--- src/rtl/keypad_debounce_encoder_if.sv ---
// Keypad encoder port bundle: raw keys and enable in, debounced code out.
// The design attaches as slave; whatever drives the key lines is master.
interface keypad_debounce_encoder_if #(
    parameter int NUM_KEYS = 10,
    parameter int CODE_W   = 4
);
    logic [NUM_KEYS-1:0] keyboard;
    logic                enablen;
    logic [CODE_W-1:0]   code;
    logic                valid;
    logic                held;
    logic                multi;

    modport master (
        output keyboard, enablen,
        input  code, valid, held, multi
    );

    modport slave (
        input  keyboard, enablen,
        output code, valid, held, multi
    );
endinterface

--- src/rtl/keypad_debounce_encoder.sv ---
// Synchronised, debounced priority keypad encoder with one valid per press.
// Define KEYPAD_REPEAT_EN to add auto-repeat strobes while a key stays down.
module keypad_debounce_encoder #(
    parameter int NUM_KEYS        = 10,
    parameter int CODE_W          = 4,
    parameter int DEBOUNCE_CYCLES = 4
`ifdef KEYPAD_REPEAT_EN
    ,
    parameter int REPEAT_DELAY    = 32,
    parameter int REPEAT_PERIOD   = 8
`endif
) (
    input logic                      clock,
    input logic                      reset,
    keypad_debounce_encoder_if.slave kp
);

    typedef enum logic [1:0] {
        IDLE,
        DEBOUNCE,
        PRESSED,
        RELEASE
    } state_t;

    localparam logic [NUM_KEYS-1:0] ONE = NUM_KEYS'(1);
    localparam logic [7:0]          DC  = 8'(DEBOUNCE_CYCLES);

    state_t              state;
    logic [NUM_KEYS-1:0] sync1;
    logic [NUM_KEYS-1:0] ks;
    logic [CODE_W-1:0]   pcode;
    logic [CODE_W-1:0]   cand;
    logic [CODE_W-1:0]   code;
    logic [7:0]          cnt;
    logic [7:0]          cnt_inc;
    logic                nz;
    logic                valid;
    logic                held;
    logic                multi;

`ifdef KEYPAD_REPEAT_EN
    localparam logic [15:0] RD = 16'(REPEAT_DELAY);
    localparam logic [15:0] RP = 16'(REPEAT_PERIOD);
    // Down-counter: a strobe fires when it expires, then it reloads the period.
    logic [15:0] rcnt;
`endif

    always_comb begin
        pcode = '0;
        for (int i = 0; i < NUM_KEYS; i++) begin
            if (ks[i]) pcode = CODE_W'(i);
        end
    end

    assign nz      = |ks;
    assign cnt_inc = cnt + 8'd1;

    always_ff @(posedge clock or posedge reset) begin
        if (reset) begin
            state <= IDLE;
            sync1 <= '0;
            ks    <= '0;
            cand  <= '0;
            code  <= '0;
            cnt   <= '0;
            valid <= 1'b0;
            held  <= 1'b0;
            multi <= 1'b0;
`ifdef KEYPAD_REPEAT_EN
            rcnt  <= '0;
`endif
        end else begin
            sync1 <= kp.keyboard;
            ks    <= sync1;
            // Clearing the lowest set bit leaves something iff 2+ bits are set.
            multi <= |(ks & (ks - ONE));
            valid <= 1'b0;
            if (kp.enablen) begin
                state <= IDLE;
                cnt   <= '0;
                held  <= 1'b0;
            end else begin
                unique case (state)
                    IDLE: begin
                        if (nz) begin
                            cand <= pcode;
                            cnt  <= 8'd1;
                            if (DC == 8'd1) begin
                                state <= PRESSED;
                                code  <= pcode;
                                valid <= 1'b1;
                                held  <= 1'b1;
`ifdef KEYPAD_REPEAT_EN
                                rcnt  <= RD;
`endif
                            end else begin
                                state <= DEBOUNCE;
                            end
                        end
                    end
                    DEBOUNCE: begin
                        if (!nz) begin
                            state <= IDLE;
                            cnt   <= '0;
                        end else if (pcode != cand) begin
                            cand <= pcode;
                            cnt  <= 8'd1;
                        end else begin
                            cnt <= cnt_inc;
                            if (cnt_inc == DC) begin
                                state <= PRESSED;
                                code  <= cand;
                                valid <= 1'b1;
                                held  <= 1'b1;
`ifdef KEYPAD_REPEAT_EN
                                rcnt  <= RD;
`endif
                            end
                        end
                    end
                    PRESSED: begin
                        if (!nz) begin
                            cnt <= 8'd1;
                            if (DC == 8'd1) begin
                                state <= IDLE;
                                held  <= 1'b0;
                            end else begin
                                state <= RELEASE;
                            end
                        end
`ifdef KEYPAD_REPEAT_EN
                        else if (rcnt == 16'd1) begin
                            valid <= 1'b1;
                            rcnt  <= RP;
                        end else begin
                            rcnt <= rcnt - 16'd1;
                        end
`endif
                    end
                    RELEASE: begin
                        if (nz) begin
                            state <= PRESSED;
`ifdef KEYPAD_REPEAT_EN
                            rcnt  <= RD;
`endif
                        end else begin
                            cnt <= cnt_inc;
                            if (cnt_inc == DC) begin
                                state <= IDLE;
                                held  <= 1'b0;
                            end
                        end
                    end
                    default: state <= IDLE;
                endcase
            end
        end
    end

    assign kp.code  = code;
    assign kp.valid = valid;
    assign kp.held  = held;
    assign kp.multi = multi;

endmodule

--- src/flat_wrapper.sv ---
// flat-port wrapper written by rule: the top's interface ports become plain ports
module keypad_debounce_encoder_flat 
#(
    parameter int NUM_KEYS        = 10,
    parameter int CODE_W          = 4,
    parameter int DEBOUNCE_CYCLES = 4

)
  (clock, reset, kp_keyboard, kp_enablen, kp_code, kp_valid, kp_held, kp_multi);
  keypad_debounce_encoder_if #(.NUM_KEYS(NUM_KEYS), .CODE_W(CODE_W)) kp_i ();
  input logic clock;
  input logic reset;
  input wire logic [$bits(kp_i.keyboard)-1:0] kp_keyboard;
  input wire logic [$bits(kp_i.enablen)-1:0] kp_enablen;
  output wire logic [$bits(kp_i.code)-1:0] kp_code;
  output wire logic [$bits(kp_i.valid)-1:0] kp_valid;
  output wire logic [$bits(kp_i.held)-1:0] kp_held;
  output wire logic [$bits(kp_i.multi)-1:0] kp_multi;
  assign kp_i.keyboard = kp_keyboard;
  assign kp_i.enablen = kp_enablen;
  assign kp_code = kp_i.code;
  assign kp_valid = kp_i.valid;
  assign kp_held = kp_i.held;
  assign kp_multi = kp_i.multi;
  keypad_debounce_encoder #(.NUM_KEYS(NUM_KEYS), .CODE_W(CODE_W), .DEBOUNCE_CYCLES(DEBOUNCE_CYCLES)) u_core (.clock(clock), .reset(reset), .kp(kp_i));
endmodule
--- config.mk ---
export PLATFORM = sky130hd
export DESIGN_NAME = keypad_debounce_encoder_flat
export DESIGN_NICKNAME = d
export VERILOG_FILES = /design/src/rtl/keypad_debounce_encoder_if.sv /design/src/rtl/keypad_debounce_encoder.sv /design/src/flat_wrapper.sv
export SDC_FILE = /design/constraint.sdc
export NUM_CORES = 1
export LEC_CHECK = 0
export CORE_MARGIN = 1
export CORE_UTILIZATION = 40
export CTS_BUF_LIST = sky130_fd_sc_hd__clkbuf_8
export CTS_CLUSTER_DIAMETER = 80
export CTS_CLUSTER_SIZE = 40
export DETAILED_ROUTE_END_ITERATION = 8
export SETUP_SLACK_MARGIN = 0.2
export SYNTH_ARGS = -nofsm -noshare
export SYNTH_HDL_FRONTEND = slang
export SYNTH_SLANG_ARGS = --single-unit
export TNS_END_PERCENT = 5
--- constraint.sdc ---
create_clock -name clock -period 5.6 [get_ports clock]
set_input_delay 1.4 -clock clock [delete_from_list [all_inputs] [get_ports clock]]
set_output_delay 1.4 -clock clock [all_outputs]
set_load 0.01 [all_outputs]
After elaboration in Yosys (flattened, before gate mapping)
Index checks and enable logic that the tools add are counted.
- add/sub/neg operators: 2
- equal/unequal tests: 18
- multiplexer cells: 41
- bitwise operators: 3
- reductions and logical operators: 10
- operators with widths (cell ; number):
    8-bit two-way mux ; 6
    8-bit case mux with 4 select lines ; 1
    2-bit two-way mux ; 10
    4-bit two-way mux ; 5
    10-bit OR reduction ; 2
    5-bit AND reduction ; 3
    1-bit two-way mux ; 12
    3-bit two-way mux ; 4
    3-bit by 2-bit inequality test with 1-bit output, second input constant ; 4
    10-bit AND ; 1
    10-bit by 1-bit subtractor with 10-bit output, second input constant ; 1
    3-bit inequality test, second input constant ; 3
    8-bit by 1-bit adder with 8-bit output, second input constant ; 1
    8-bit by 3-bit == test with 1-bit output, second input constant ; 1
    4-bit inequality test, second input constant ; 2
    2-bit case mux with 4 select lines ; 1
    4-bit case mux with 2 select lines ; 1
    2-bit by 1-bit inequality test with 1-bit output, second input constant ; 3
    6-bit AND reduction ; 1
    2-bit == test, second input constant ; 2
    4-bit by 2-bit inequality test with 1-bit output, second input constant ; 1
    4-bit inequality test ; 1
    3-bit AND reduction ; 1
    3-bit nonzero test ; 1
    other kinds (5) ; 6
- flip-flop bits (word level): 41
- bits of input ports: 13
- output and inout port bits: 7
- logic and storage cells: 83

Logic depth before layout (Yosys ltp)
- depth in word-level cells: 14
- depth in mapped cells: 8
- depth with buffers taken out: 8

Least setup slack after synthesis
No wires, ideal clock.
- path type: input-to-reg
- from: input port kp_enablen
- to: register u_core.cand[1]
- setup time: 0.125 ns
- data arrival time: 2.514 ns
- required time: 5.475 ns
- slack: 2.961 ns
- stages on the path: 4
- path buffers: 1
- cell sequence: clkbuf_1 nor3_1 a21boi_2 mux2_2
- cells in the longest elaborated chain, start to end: 2
- RTL lines (item ; RTL line ; source):
    from (decl) ; flat_wrapper.sv:14 ; input wire logic [$bits(kp_i.enablen)-1:0] kp_enablen;
    1-bit NOT (no line) ; -- ;
    5-bit AND reduction (no line) ; -- ;
    to (signal assigned) ; keypad_debounce_encoder.sv:86 ; cand <= pcode;
    to (signal assigned) ; keypad_debounce_encoder.sv:106 ; cand <= pcode;
    to (decl) ; keypad_debounce_encoder.sv:32 ; logic [CODE_W-1:0] cand;
No other way between the ends.
A chain may end at the register's enable or synchronous reset.

Worst setup path in the final report
- from: input port kp_enablen
- to: register u_core.code[0] (netlist: u_core.kp.code[0])
- cells in the longest elaborated chain, start to end: 2
- RTL lines (item ; RTL line ; source):
    1-bit NOT (no line) ; -- ;
    5-bit AND reduction (no line) ; -- ;
    to (signal assigned) ; keypad_debounce_encoder.sv:90 ; code <= pcode;
    to (signal assigned) ; keypad_debounce_encoder.sv:112 ; code <= cand;
    to (decl) ; keypad_debounce_encoder.sv:33 ; logic [CODE_W-1:0] code;
No other way between the ends.

==> tab_implementation.tex <==
\begin{tabular}{lr}
\hline
Metric & Value \\
\hline
\multicolumn{2}{l}{\textbf{Timing}} \\
\quad Worst slack on hold paths & 0.351 ns \\
\quad Worst Tran Pin Value & 0.545 ns \\
\quad Count of final hold-check violations & 0 \\
\quad Post-route fraction of the period consumed by the critical path & 0.535 \\
\quad Setup repair after global routing missed its margin & no \\
\quad Maximum operating frequency & 0.334 GHz \\
\quad Final setup skew & 0.00556 ns \\
\quad Number of pins exceeding their max-slew limit in the final report & 0 \\
\quad Slew Limit Headroom & 0.633 \\
\quad TNS Setup & 0 ns \\
\quad Final Critical Period & 3.00 ns \\
\quad Total of endpoints with negative setup slack in the final report & 0 \\
\multicolumn{2}{l}{\textbf{GRT}} \\
\quad Sum of overflow across all layers after global routing & 0 \\
\quad Pin count of the biggest net entering global routing & 42 \\
\quad Vias in the first global route & 1251 \\
\quad Total GRT Usage & 0.153 \\
\quad First-pass GRT wire length & 5760 um \\
\quad Number of antenna violations at the first check in global routing & 0 \\
\multicolumn{2}{l}{\textbf{Place}} \\
\quad Placed Instance Area & 2040 um\^{}2 \\
\quad Post-DP HPWL & 2240 um \\
\quad Number of buffers inserted by port buffering & 19 \\
\quad Routability cong. & 0.830 \\
\quad Cell Count Post-Placement & 226 \\
\multicolumn{2}{l}{\textbf{Clock network}} \\
\quad Sinks on the clock net & 41 \\
\quad TritonCTS Buffers & 5 \\
\quad Post-CTS Hold Buffers & 0 \\
\quad Clock insertion delay at the later pin of the skew report & 0.30 ns \\
\quad Post-CTS Setup Inserts & 0 \\
\quad TritonCTS clock tree & done \\
\quad Number of resized instances in the post-cts repair step & 0 \\
\quad Buffer cell driving the clock tree root & sky130\_fd\_sc\_hd\_\_clkbuf\_8 \\
\quad Clk buf depth & 2 \\
\quad \# H-tree levels & 2 \\
\quad Clock input transition at the sequential cells of the worst setup and hold paths & 0.08 ns \\
\multicolumn{2}{l}{\textbf{Detailed routing}} \\
\quad Remaining routing DRC violations & 0 \\
\quad Met2 WL post-DR & 1490 um \\
\quad Total length of routed met3 wires & 151 um \\
\quad Antenna Violating Nets Remaining & 0 \\
\quad Total wire length & 3210 um \\
\quad Via density & 5.49 \\
\quad Via count & 1285 \\
\quad Detailed Routing Iterations Pass 1 & 4 \\
\quad Number of violations reported at the end of detailed-routing iteration 0 & 73 \\
\quad Routed length on met1 & 1480 um \\
\quad DR top layer & met4 \\
\quad Avg WL per Cell & 13.7 um \\
\multicolumn{2}{l}{\textbf{Final layout}} \\
\quad Fraction of layout instances using a drive strength above 1 & 0.104 \\
\quad Final standard cell count with taps included and fillers excluded & 234 \\
\quad \# diodes & 0 \\
\quad Most frequent cells in the layout & sky130\_fd\_sc\_hd\_\_dfrtp\_1, sky130\_fd\_sc\_hd\_\_clkdlybuf4s50\_1, sky130\_fd\_sc\_hd\_\_nor2\_1 \\
\quad Area grow syn2layout & 20.2\% \\
\quad Most common cell after layout, fill and taps aside & sky130\_fd\_sc\_hd\_\_dfrtp\_1 \\
\quad Final design instance area without fill & 2180 um\^{}2 \\
\quad Number of nets at the end of the flow & 195 \\
\multicolumn{2}{l}{\textbf{Floorplan}} \\
\quad Starting density of the core & 0.416 \\
\quad Placeable core area & 4350 um\^{}2 \\
\quad Number of rows in the core area & 24 \\
\quad Die width & 69.3 um \\
\quad Area of the die & 4810 um\^{}2 \\
\quad Boundary pin count & 20 \\
\quad Die boundary height & 69.3 um \\
\multicolumn{2}{l}{\textbf{Setup path}} \\
\quad WP data arrival & 3.17 ns \\
\quad Critical Path End Type & register \\
\quad Required time at the endpoint of the critical path & 5.78 ns \\
\quad Critical-path maximum fanout & 9 \\
\quad Startpoint class of the critical path & primary input \\
\quad Crit Path Category & primary input to register \\
\multicolumn{2}{l}{\textbf{Synthesis}} \\
\quad Distinct cell type count after synthesis & 49 \\
\quad Sequential element share of the synthesized area & 0.566 \\
\quad Async SR Flop Fraction & 1.00 \\
\quad Top\_reg\_cell synth & sky130\_fd\_sc\_hd\_\_dfrtp\_1 \\
\quad Post-synth net total & 174 \\
\quad Synthesized instance count & 160 \\
\quad Count of state elements after synthesis & 41 \\
\quad Synthesized area per cell & 11.3 um\^{}2 \\
\quad Number of synthesized flops with an enable pin & 0 \\
\quad Warning count from the yosys run & 0 \\
\quad Synthesized area & 1810 um\^{}2 \\
\multicolumn{2}{l}{\textbf{Status}} \\
\quad Status & complete, no violations \\
\multicolumn{2}{l}{\textbf{Min path}} \\
\quad Hold crit path type & register to register \\
\multicolumn{2}{l}{\textbf{Pwr}} \\
\quad Maximum resistive drop on vdd & 162 uV \\
\quad PwrDens & 298 nW/um\^{}2 \\
\quad Static Leak & 0.915 nW \\
\multicolumn{2}{l}{\textbf{Flow run}} \\
\quad Count of maximum capacitance violations & 0 \\
\hline
\end{tabular}
[synthesized netlist by cell type, drive strengths merged (5+ instances only)]
master	number	area, um^2
a21oi	8	43.8
nor4	5	46.3
nor3	8	51.3
and3	6	37.5
dfrtp	41	1030
o21ai	5	25.0
mux2	7	78.8
nor2	15	63.8
nand2	8	30.0
inv	7	26.3
[report_power, final]
group	switching, W	leakage, nW	internal [W]
Combinational	0.0000243	0.339	0.0000239
Clock	0.000102	0.0681	0.000177
Sequential	0.0000124	0.508	0.000308
[per-layer routing]
metal,vias up,GRT usage
li1,621,-
met1,623,0.201
met2,34,0.235
met3,7,0.0349
met4,0,0.0816
met5,-,0
[worst max-delay path: stages]
cell,delay [ns]
sky130_fd_sc_hd__clkdlybuf4s50_1,0.58
sky130_fd_sc_hd__nor3_1,0.47
sky130_fd_sc_hd__and3_1,0.36
sky130_fd_sc_hd__mux2_1,0.35
[flip-flops by register name, indices dropped and copies added (netlist names)]
signal / flops
u_core.ks: 10
u_core.sync1: 10
u_core.cnt: 8
u_core.cand: 4
u_core.kp.code: 4
u_core.state: 2
u_core.kp.held: 1
u_core.kp.multi: 1
u_core.kp.valid: 1
[metrics by stage]
| stage | worst slack [ns] | power, W | util |
|---|---|---|---|
| floorplan | 2.96 | 0.000358 | - |
| global placement | 2.41 | 0.000374 | 0.470 |
| detailed placement | 2.30 | 0.000376 | 0.470 |
| CTS | 2.62 | 0.000655 | 0.500 |
| global route | 2.44 | 0.000677 | 0.500 |
| finish | 2.60 | 0.000648 | 0.500 |
[logic make-up after synthesis]
kind of cell | after synthesis | share of synthesized area
AO/OA/AOI/OAI | 32 | 0.126
AND/OR/NAND/NOR | 59 | 0.189
adder cells (fa/ha/maj) | 3 | 0.0179
XOR/XNOR | 3 | 0.0145
flip-flops | 41 | 0.566
buffers and inverters | 13 | 0.0317
multiplexers | 9 | 0.0545
[worst paths after layout]
check,slack [ns],cells after the start,to,start
setup / recovery,2.60,4,u_core.kp.code[0],kp_enablen
hold / removal,0.35,0,u_core.ks[3],u_core.sync1[3]
setup reg to reg,3.17,6,u_core.kp.code[0],u_core.ks[4]
hold reg to reg,0.35,0,u_core.ks[3],u_core.sync1[3]
max in group asynchronous,3.71,3,u_core.sync1[9],reset
min in group asynchronous,1.53,3,u_core.state[0],reset
[cell type report]
| type | count | area (um^2) |
|---|---|---|
| timing repair buffer | 20 | 198 |
| clock buffer | 5 | 68.8 |
| fill | 366 | 2180 |
| inverter | 7 | 26.3 |
| multi-input combinational | 106 | 729 |
| sequential | 41 | 1030 |
| clock inverter | 3 | 65.1 |
| tap | 52 | 65.1 |
Note: power is estimated with default switching activity, not from simulation.
